<file path="config.mk">
export PLATFORM = sky130hd
export DESIGN_NAME = serial_add_ctrl
export DESIGN_NICKNAME = d
export VERILOG_FILES = /design/src/rtl/serial_add_ctrl.sv
export SDC_FILE = /design/constraint.sdc
export NUM_CORES = 1
export LEC_CHECK = 0
export ABC_CLOCK_PERIOD_IN_PS = 4200
export CAP_MARGIN = 5
export CORE_MARGIN = 2
export CORE_UTILIZATION = 55
export DETAILED_ROUTE_END_ITERATION = 10
export PLACE_DENSITY = 0.84
export REMOVE_ABC_BUFFERS = 1
export SYNTH_ARGS = -nofsm -noshare
export SYNTH_HDL_FRONTEND = slang
export SYNTH_SLANG_ARGS = --single-unit
</file>
<file path="constraint.sdc">
create_clock -name clk -period 4.2 [get_ports clk]
set_input_delay 0.84 -clock clk [delete_from_list [all_inputs] [get_ports clk]]
set_output_delay 0.84 -clock clk [all_outputs]
set_load 0.005 [all_outputs]
</file>
<file path="src/rtl/serial_add_ctrl.sv">
// Multi-cycle adder: sequences one 2-bit ripple adder over WIDTH-bit operands, LSB slice first.
// Optional macro SERIAL_ADD_CTRL_SUB_EN adds a 'sub' input that turns the operation into a - b.

module single_bit_adder (
  input  logic a,
  input  logic b,
  input  logic c_in,
  output logic s,
  output logic c_out
);
  assign s     = a ^ b ^ c_in;
  assign c_out = (a & b) | (c_in & (a ^ b));
endmodule

module adder (
  input  logic a0,
  input  logic a1,
  input  logic b0,
  input  logic b1,
  input  logic c_in,
  output logic s0,
  output logic s1,
  output logic c_out
);
  logic c_mid;

  single_bit_adder u_bit0 (.a(a0), .b(b0), .c_in(c_in),  .s(s0), .c_out(c_mid));
  single_bit_adder u_bit1 (.a(a1), .b(b1), .c_in(c_mid), .s(s1), .c_out(c_out));
endmodule

module serial_add_ctrl #(
  parameter int WIDTH = 8
) (
  input  logic             clk,
  input  logic             rst,
  input  logic             start,
  input  logic [WIDTH-1:0] a,
  input  logic [WIDTH-1:0] b,
  input  logic             c_in,
`ifdef SERIAL_ADD_CTRL_SUB_EN
  input  logic             sub,
`endif
  output logic             ready,
  output logic             busy,
  output logic             done,
  output logic [WIDTH-1:0] sum,
  output logic             c_out
);
  localparam int CNT_W = (WIDTH / 2 > 1) ? $clog2(WIDTH / 2) : 1;

  if ((WIDTH % 2) != 0 || WIDTH < 2) begin : g_bad_width
    $error("serial_add_ctrl: WIDTH must be even and >= 2");
  end

  typedef enum logic [1:0] {
    S_IDLE = 2'd0,
    S_RUN  = 2'd1,
    S_DONE = 2'd2
  } state_t;

  state_t            state_q, state_d;
  logic [WIDTH-1:0]  a_sh_q, b_sh_q, acc_q, sum_q;
  logic              carry_q, c_out_q;
  logic [CNT_W-1:0]  cnt_q;

  logic              add_s0, add_s1, add_c;
  logic [WIDTH-1:0]  acc_d;
  logic [WIDTH-1:0]  b_load;
  logic              c_load;
  logic              last_slice;

`ifdef SERIAL_ADD_CTRL_SUB_EN
  // Subtraction is a + ~b + 1; a final carry of 1 therefore means "no borrow".
  assign b_load = sub ? ~b : b;
  assign c_load = sub ? 1'b1 : c_in;
`else
  assign b_load = b;
  assign c_load = c_in;
`endif

  adder u_adder (
    .a0   (a_sh_q[0]),
    .a1   (a_sh_q[1]),
    .b0   (b_sh_q[0]),
    .b1   (b_sh_q[1]),
    .c_in (carry_q),
    .s0   (add_s0),
    .s1   (add_s1),
    .c_out(add_c)
  );

  // New slice enters at the top so the LSB slice ends up in bits [1:0] after WIDTH/2 steps.
  assign acc_d      = (acc_q >> 2) | (WIDTH'({add_s1, add_s0}) << (WIDTH - 2));
  assign last_slice = (cnt_q == CNT_W'(WIDTH / 2 - 1));

  always_ff @(posedge clk or posedge rst) begin
    if (rst) state_q <= S_IDLE;
    else     state_q <= state_d;
  end

  always_comb begin
    state_d = state_q;
    ready   = 1'b0;
    busy    = 1'b0;
    done    = 1'b0;
    case (state_q)
      S_IDLE: begin
        ready = 1'b1;
        if (start) state_d = S_RUN;
      end
      S_RUN: begin
        busy = 1'b1;
        if (last_slice) state_d = S_DONE;
      end
      S_DONE: begin
        done    = 1'b1;
        state_d = S_IDLE;
      end
      default: state_d = S_IDLE;
    endcase
  end

  always_ff @(posedge clk or posedge rst) begin
    if (rst) begin
      a_sh_q  <= '0;
      b_sh_q  <= '0;
      acc_q   <= '0;
      sum_q   <= '0;
      carry_q <= 1'b0;
      c_out_q <= 1'b0;
      cnt_q   <= '0;
    end else begin
      case (state_q)
        S_IDLE: begin
          if (start) begin
            a_sh_q  <= a;
            b_sh_q  <= b_load;
            carry_q <= c_load;
            cnt_q   <= '0;
          end
        end
        S_RUN: begin
          acc_q   <= acc_d;
          a_sh_q  <= a_sh_q >> 2;
          b_sh_q  <= b_sh_q >> 2;
          carry_q <= add_c;
          cnt_q   <= last_slice ? '0 : cnt_q + CNT_W'(1);
          if (last_slice) begin
            sum_q   <= acc_d;
            c_out_q <= add_c;
          end
        end
        default: ;
      endcase
    end
  end

  assign sum   = sum_q;
  assign c_out = c_out_q;
endmodule

</file>
==> results of run 1 <==
state kept, by name, indices dropped and copies added, names as in the netlist:
signal and cells:
a_sh_q 8, acc_q 6, b_sh_q 8, c_out 1, carry_q 1, cnt_q 2
state_q 2, sum 8
where the power goes:
part	switching, W	total (W)	internal, W
Combinational	0.000313	0.000622	0.000309
Clock	0.000115	0.000273	0.000158
Sequential	0.000110	0.000619	0.000509
Total	0.000538	0.00151	0.000976
final cells by class:
type,instances,area [um^2],share of cell area [%]
flip-flops and latches,36,900.9,44.06
multi-input cells,107,646.9,31.64
repair buffers,33,325.3,15.91
clock buffers,7,65.06,3.182
well taps,31,38.79,1.897
inverters,10,37.54,1.836
clock inverters,1,30.03,1.469
placed cells by master, fill, tap and decap left out, types with 2 or more instances in the layout:
| cell | Yosys | final |
|---|---|---|
| buf_4 | 4 | 2 |
| clkbuf_4 | 0 | 5 |
| clkbuf_8 | 0 | 2 |
| clkdlybuf4s50_1 | 0 | 31 |
| dfrtp_1 | 36 | 36 |
| fa_1 | 2 | 2 |
| inv_1 | 10 | 10 |
| mux2_2 | 3 | 3 |
| mux2_4 | 3 | 3 |
| nand2_1 | 22 | 22 |
| nand2b_2 | 2 | 2 |
| nor2_1 | 4 | 4 |
| nor3_1 | 34 | 34 |
| o21ai_0 | 15 | 15 |
| o22ai_1 | 12 | 12 |
| o31ai_1 | 2 | 2 |
logic make-up after synthesis:
group                    share of synthesized area, %
buffers and inverters                           6.500
adder cells (fa/ha/maj)                         3.175
multiplexers                                    5.366
flip-flops                                      54.42
AO/OA/AOI/OAI                                   10.96
AND/OR/NAND/NOR                                 19.58
cell usage after synthesis:
cell type	n	area share, %
dfrtp_1	36	54
nor3_1	34	10
nand2_1	22	5.0
o21ai_0	15	4.5
o22ai_1	12	4.5
inv_1	10	2.3
buf_2	5	1.5
buf_4	4	1.8
nor2_1	4	0.91
mux2_2	3	2.0
mux2_4	3	2.7
fa_1	2	2.4
nand2b_2	2	1.1
o31ai_1	2	0.91
a211oi_1	1	0.45
a221oi_1	1	0.53
buf_6	1	0.68
clkbuf_1	1	0.23
ha_1	1	0.76
mux2i_1	1	0.60
nand2b_1	1	0.38
nand3b_4	1	1.2
nor2b_1	1	0.38
or3_1	1	0.38
through the flow:
stage | utilization, % | power [W]
2_1_floorplan | - | 0.001009
3_5_place_dp | 69.49 | 0.001252
4_1_cts | 72.88 | 0.001524
3_3_place_gp | 69.49 | 0.001225
6_report | 72.88 | 0.001514
5_1_grt | 72.88 | 0.001638
worst min-delay path by stage:
stage,slack (ps),cells past startpoint,start,end
after global routing,530,1,cnt_q[0],cnt_q[0]
after global placement,460,2,acc_q[3],acc_q[3]
after CTS,500,2,sum[6],sum[6]
after floorplan,440,2,acc_q[2],acc_q[2]
final,490,2,sum[6],sum[6]
after detailed placement,470,2,acc_q[3],acc_q[3]
routing by layer:
layer / up-vias / track usage, % / wire length (um)
met3: 7 / 6.374 / 165
met4: 0 / 8.117 / 47
li1: 632 / - / -
met5: - / 0 / 0
met2: 39 / 34.13 / 1582
met1: 609 / 24.31 / 1322
critical path: stages (launching register included):
cell	delay [ps]
dfrtp_1	540
nand2b_2	450
inv_1	270
clkdlybuf4s50_1	540
==> summary.txt, run 1 <==
Worst setup path
  – Critical R2R Launch: state_q[1]
  – Setup crit end: busy
  – Critical Path Sink Type: output pin
  – CP Launch Type: register
  – CP Launch Point: state_q[1]
  – Crit Path Max Fanout: 22
  – Crit Path Category: register to output pin
  – End of the worst register-to-register path: carry_q
  – Reg2reg setup slack: 2550 ps
  – Critical path required time: 3360 ps
  – R2R cell count: 3
  – Critical Path AT: 2130 ps

Detailed routing
  – Final wirelength: 3117 um
  – Vias/cell: 5.720
  – Vias: 1,287
  – DRC errors left: 2
  – Mean routed wirelength per cell: 13.85 um
  – Antenna viol nets, final: 0
  – Drt first pass iters: 7
  – Initial DRC count: 28

Timing
  – Final setup viols: 0
  – Slew Limit Fails: 0
  – Final WS setup: 1227 ps
  – Setup tns final: 0 ps
  – Slew @ Worst Pin: 538.1 ps
  – Fmax: 336.4 MHz
  – RSZ-0062 raised after global routing: no
  – Max transition margin: 64.01%
  – Final Hold Vio Count: 0
  – Crit share post-route: 70.77%
  – Skew final: 10.86 ps
  – Hold_ws: 491.3 ps
  – Period minus WS final: 2973 ps

Status
  – Failing checks: DRC
  – Status: complete, but fails checks

Clocking
  – CTS buffer count: 5
  – Num Clock Sinks: 36
  – H-Tree Depth: 2
  – CTS Root Cell: clkbuf_4
  – Post-CTS Setup Bufs: 0
  – Clk slew on worst S/H paths: 110 ps
  – Bufs on Longest Clock Path: 2
  – Hold_buf cts: 0
  – PostCTS Resize Cnt: 0
  – CTS tree: built
  – Clk Latency, worst-skew pair: 340 ps

Logic synthesis
  – Seq/Total Area, Yosys: 54.42%
  – Ys Warns: 0
  – Syn Inst Count: 164
  – Post-synth cell types: 24
  – Syn Std Cell Area: 1655 um^2
  – FF+latch count, synth: 36
  – Post-Syn Area per Cell: 10.09 um^2

Die
  – Initial core utilization: 59.01%
  – Die width: 58.86 um
  – # rows: 19
  – I/O Pins: 32
  – Vert. Die Dim: 58.86 um
  – CORE AREA: 2805 um^2
  – Total die area: 3465 um^2

GRT
  – GRT Util Overall: 20.35%
  – Vias in the first global route: 1,218
  – Congestion Overflow GR: 0
  – Antenna violations before repair: 0
  – Maximum number of pins on one net before global-route repair: 37
  – First-pass GRT wire length: 5244 um

Layout
  – Fin nets: 216
  – FILL cells: 212
  – N_diodes: 0
  – Design area: 2044 um^2
  – Final Non-Filler Cells: 225
  – Share of cells above drive strength 1: 9.794%
  – P&R area growth vs syn: 23.51%

Min path
  – Worst Hold Class: register to register

Job
  – Max-cap violations: 0

Pwr
  – LEAKAGE: 0.9194 nW
  – Pwr per Cell Area: 740.5 nW/um^2
  – Max VDD drop: 0.4008 mV

Placement
  – Placed cells: 217
  – DP Worst Slack: 1613 ps
  – IO Port Bufs: 31
  – Placer Congestion: 0.8260
  – Placed instance area: 1949 um^2
  – Hpwl dp: 2164 um
(Power assumes the default switching activity.)
==> run 2: changes to the inputs <==
ABC_CLOCK_PERIOD_IN_PS = 3000   (was 4200)
CORE_UTILIZATION = 51   (was 55)
PLACE_DENSITY = 0.79   (was 0.84)
clock period = 3 ns   (was 4.2 ns; I/O delays follow)
==> run 2 against run 1 <==
  * The run now ends clean
  * Sequential power up 42%
  * Largest power group is now registers
  * Utilization down 6.9 points
  * Critical path depth unchanged
  * Final cell count up 6.2%
  * Routed wire length up 4.9%
==> summary.txt, run 2 (synthesis results as in run 1) <==
Worst setup path
  – Crit Path Max Fanout: 14
  – Slowest-stage cell, CP: dfrtp_1
  – Critical R2R Launch: carry_q
  – Reg2reg setup slack: 1380 ps
  – CP peak stage delay: 570 ps
  – R2R cell count: 4
  – Critical path required time: 2400 ps
  – End of the worst register-to-register path: carry_q
  – Critical Path Sink Type: output pin
  – Worst-path cell chain: inv_1, nor2_1, clkdlybuf4s50_1
  – Crit Path Category: register to output pin
  – CP Launch Type: register
  – Critical Path AT: 1870 ps

Detailed routing
  – DRC errors left: 0
  – Mean routed wirelength per cell: 13.68 um
  – Antenna viol nets, final: 0
  – Final wirelength: 3269 um
  – Drt first pass iters: 5
  – Vias: 1,283
  – Initial DRC count: 24
  – Vias/cell: 5.368

Clocking
  – CTS Root Cell: clkbuf_4
  – Num Clock Sinks: 36
  – Clk slew on worst S/H paths: 100 ps
  – Post-CTS Setup Bufs: 0
  – Hold_buf cts: 0
  – Bufs on Longest Clock Path: 2
  – CTS tree: built
  – CTS buffer count: 5
  – H-Tree Depth: 2
  – PostCTS Resize Cnt: 0
  – Clk Latency, worst-skew pair: 360 ps

Timing
  – Final setup viols: 0
  – Period minus WS final: 2465 ps
  – Slew @ Worst Pin: 554.8 ps
  – Setup tns final: 0 ps
  – RSZ-0062 raised after global routing: no
  – Final Hold Vio Count: 0
  – Max transition margin: 62.90%
  – Crit share post-route: 82.18%
  – Fmax: 405.6 MHz
  – Slew Limit Fails: 0
  – Skew final: 18.25 ps

Layout
  – Commonest non-fill, non-tap cell in the layout: dfrtp_1
  – FILL cells: 274
  – Design area: 2029 um^2
  – Most frequent cells in the layout: dfrtp_1 (36), nor3_1 (34), clkdlybuf4s50_1 (31)
  – Share of cells above drive strength 1: 10.26%
  – P&R area growth vs syn: 22.60%
  – Fin nets: 217
  – N_diodes: 0
  – Final Non-Filler Cells: 239

Job
  – Max-cap violations: 0

Pwr
  – Pwr per Cell Area: 992.5 nW/um^2
  – Max VDD drop: 0.3983 mV
  – LEAKAGE: 0.9078 nW

Min path
  – Hold depth: 2
  – Hold EP: acc_q[3]
  – Worst Hold Class: register to register
  – Hold Path Origin: acc_q[3]

Die
  – Initial core utilization: 53.78%
  – # rows: 20
  – Die width: 60.97 um
  – I/O Pins: 32
  – Total die area: 3717 um^2
  – CORE AREA: 3078 um^2
  – Vert. Die Dim: 60.97 um

Placement
  – Placer Congestion: 0.8041
  – IO Port Bufs: 31
  – Placed cells: 231
  – Hpwl dp: 2291 um
  – Placed instance area: 1973 um^2

GRT
  – Maximum number of pins on one net before global-route repair: 37
  – Vias in the first global route: 1,234
  – First-pass GRT wire length: 5513 um
  – Antenna violations before repair: 0
  – Congestion Overflow GR: 0
  – GRT Util Overall: 20.61%

Status
  – Status: complete, no violations
-- run 2: changes by cell type in the layout (fill, tap and decap cells not counted), sizes merged --
cell,before,now
clkinv,0,3
clkbuf,7,5
buf,2,3
bufinv,1,0
-- run 2: metal layers --
layer | global-route usage [%] | part of all wire, %
met5 | 0 | 0
met4 | 8.385 | 2.0
met3 | 4.691 | 4.7
met2 | 35.79 | 51
met1 | 24.69 | 42
-- run 2: layout make-up --
class	instances	area (um^2)	area share [%]
well taps	44	55.05	2.713
clock inverters	3	18.77	0.9248
repair buffers	34	332.8	16.40
clock buffers	5	37.54	1.850
flip-flops and latches	36	900.9	44.39
inverters	10	37.54	1.850
multi-input cells	107	646.9	31.87
-- run 2: worst max path at each step --
stage / from / endpoint / slack (ps) / cells after the start
2_1_floorplan: state_q[0] / busy / 940 / 2
3_3_place_gp: start / carry_q / 870 / 4
3_5_place_dp: start / carry_q / 840 / 4
4_1_cts: state_q[1] / done / 540 / 3
5_1_grt: state_q[1] / done / 370 / 3
6_report: state_q[1] / done / 530 / 3
-- run 2: power breakdown --
part	internal (W)	leakage, nW	total, W	switching, W
Sequential	0.000713	0.443	0.000879	0.000167
Clock	0.0000899	0.0349	0.000260	0.000170
Combinational	0.000442	0.430	0.000875	0.000434
-- run 2: critical path, delay by kind of cell (launching register included) --
kind	cells	cell delay, ps
flops	1	570
buf+inv	2	790
simple gates	1	150
-- run 2: metrics by stage --
stage / util, % / power, W / setup slack [ps] / hold WS [ps]
5_1_grt: 65.94 / 0.002186 / 370.9 / 528.0
2_1_floorplan: - / 0.001412 / 942.7 / 441.8
4_1_cts: 65.94 / 0.002025 / 541.2 / 489.4
6_report: 65.94 / 0.002014 / 534.6 / 492.2
3_3_place_gp: 64.11 / 0.001726 / 874.4 / 458.5
3_5_place_dp: 64.11 / 0.001773 / 837.4 / 463.1
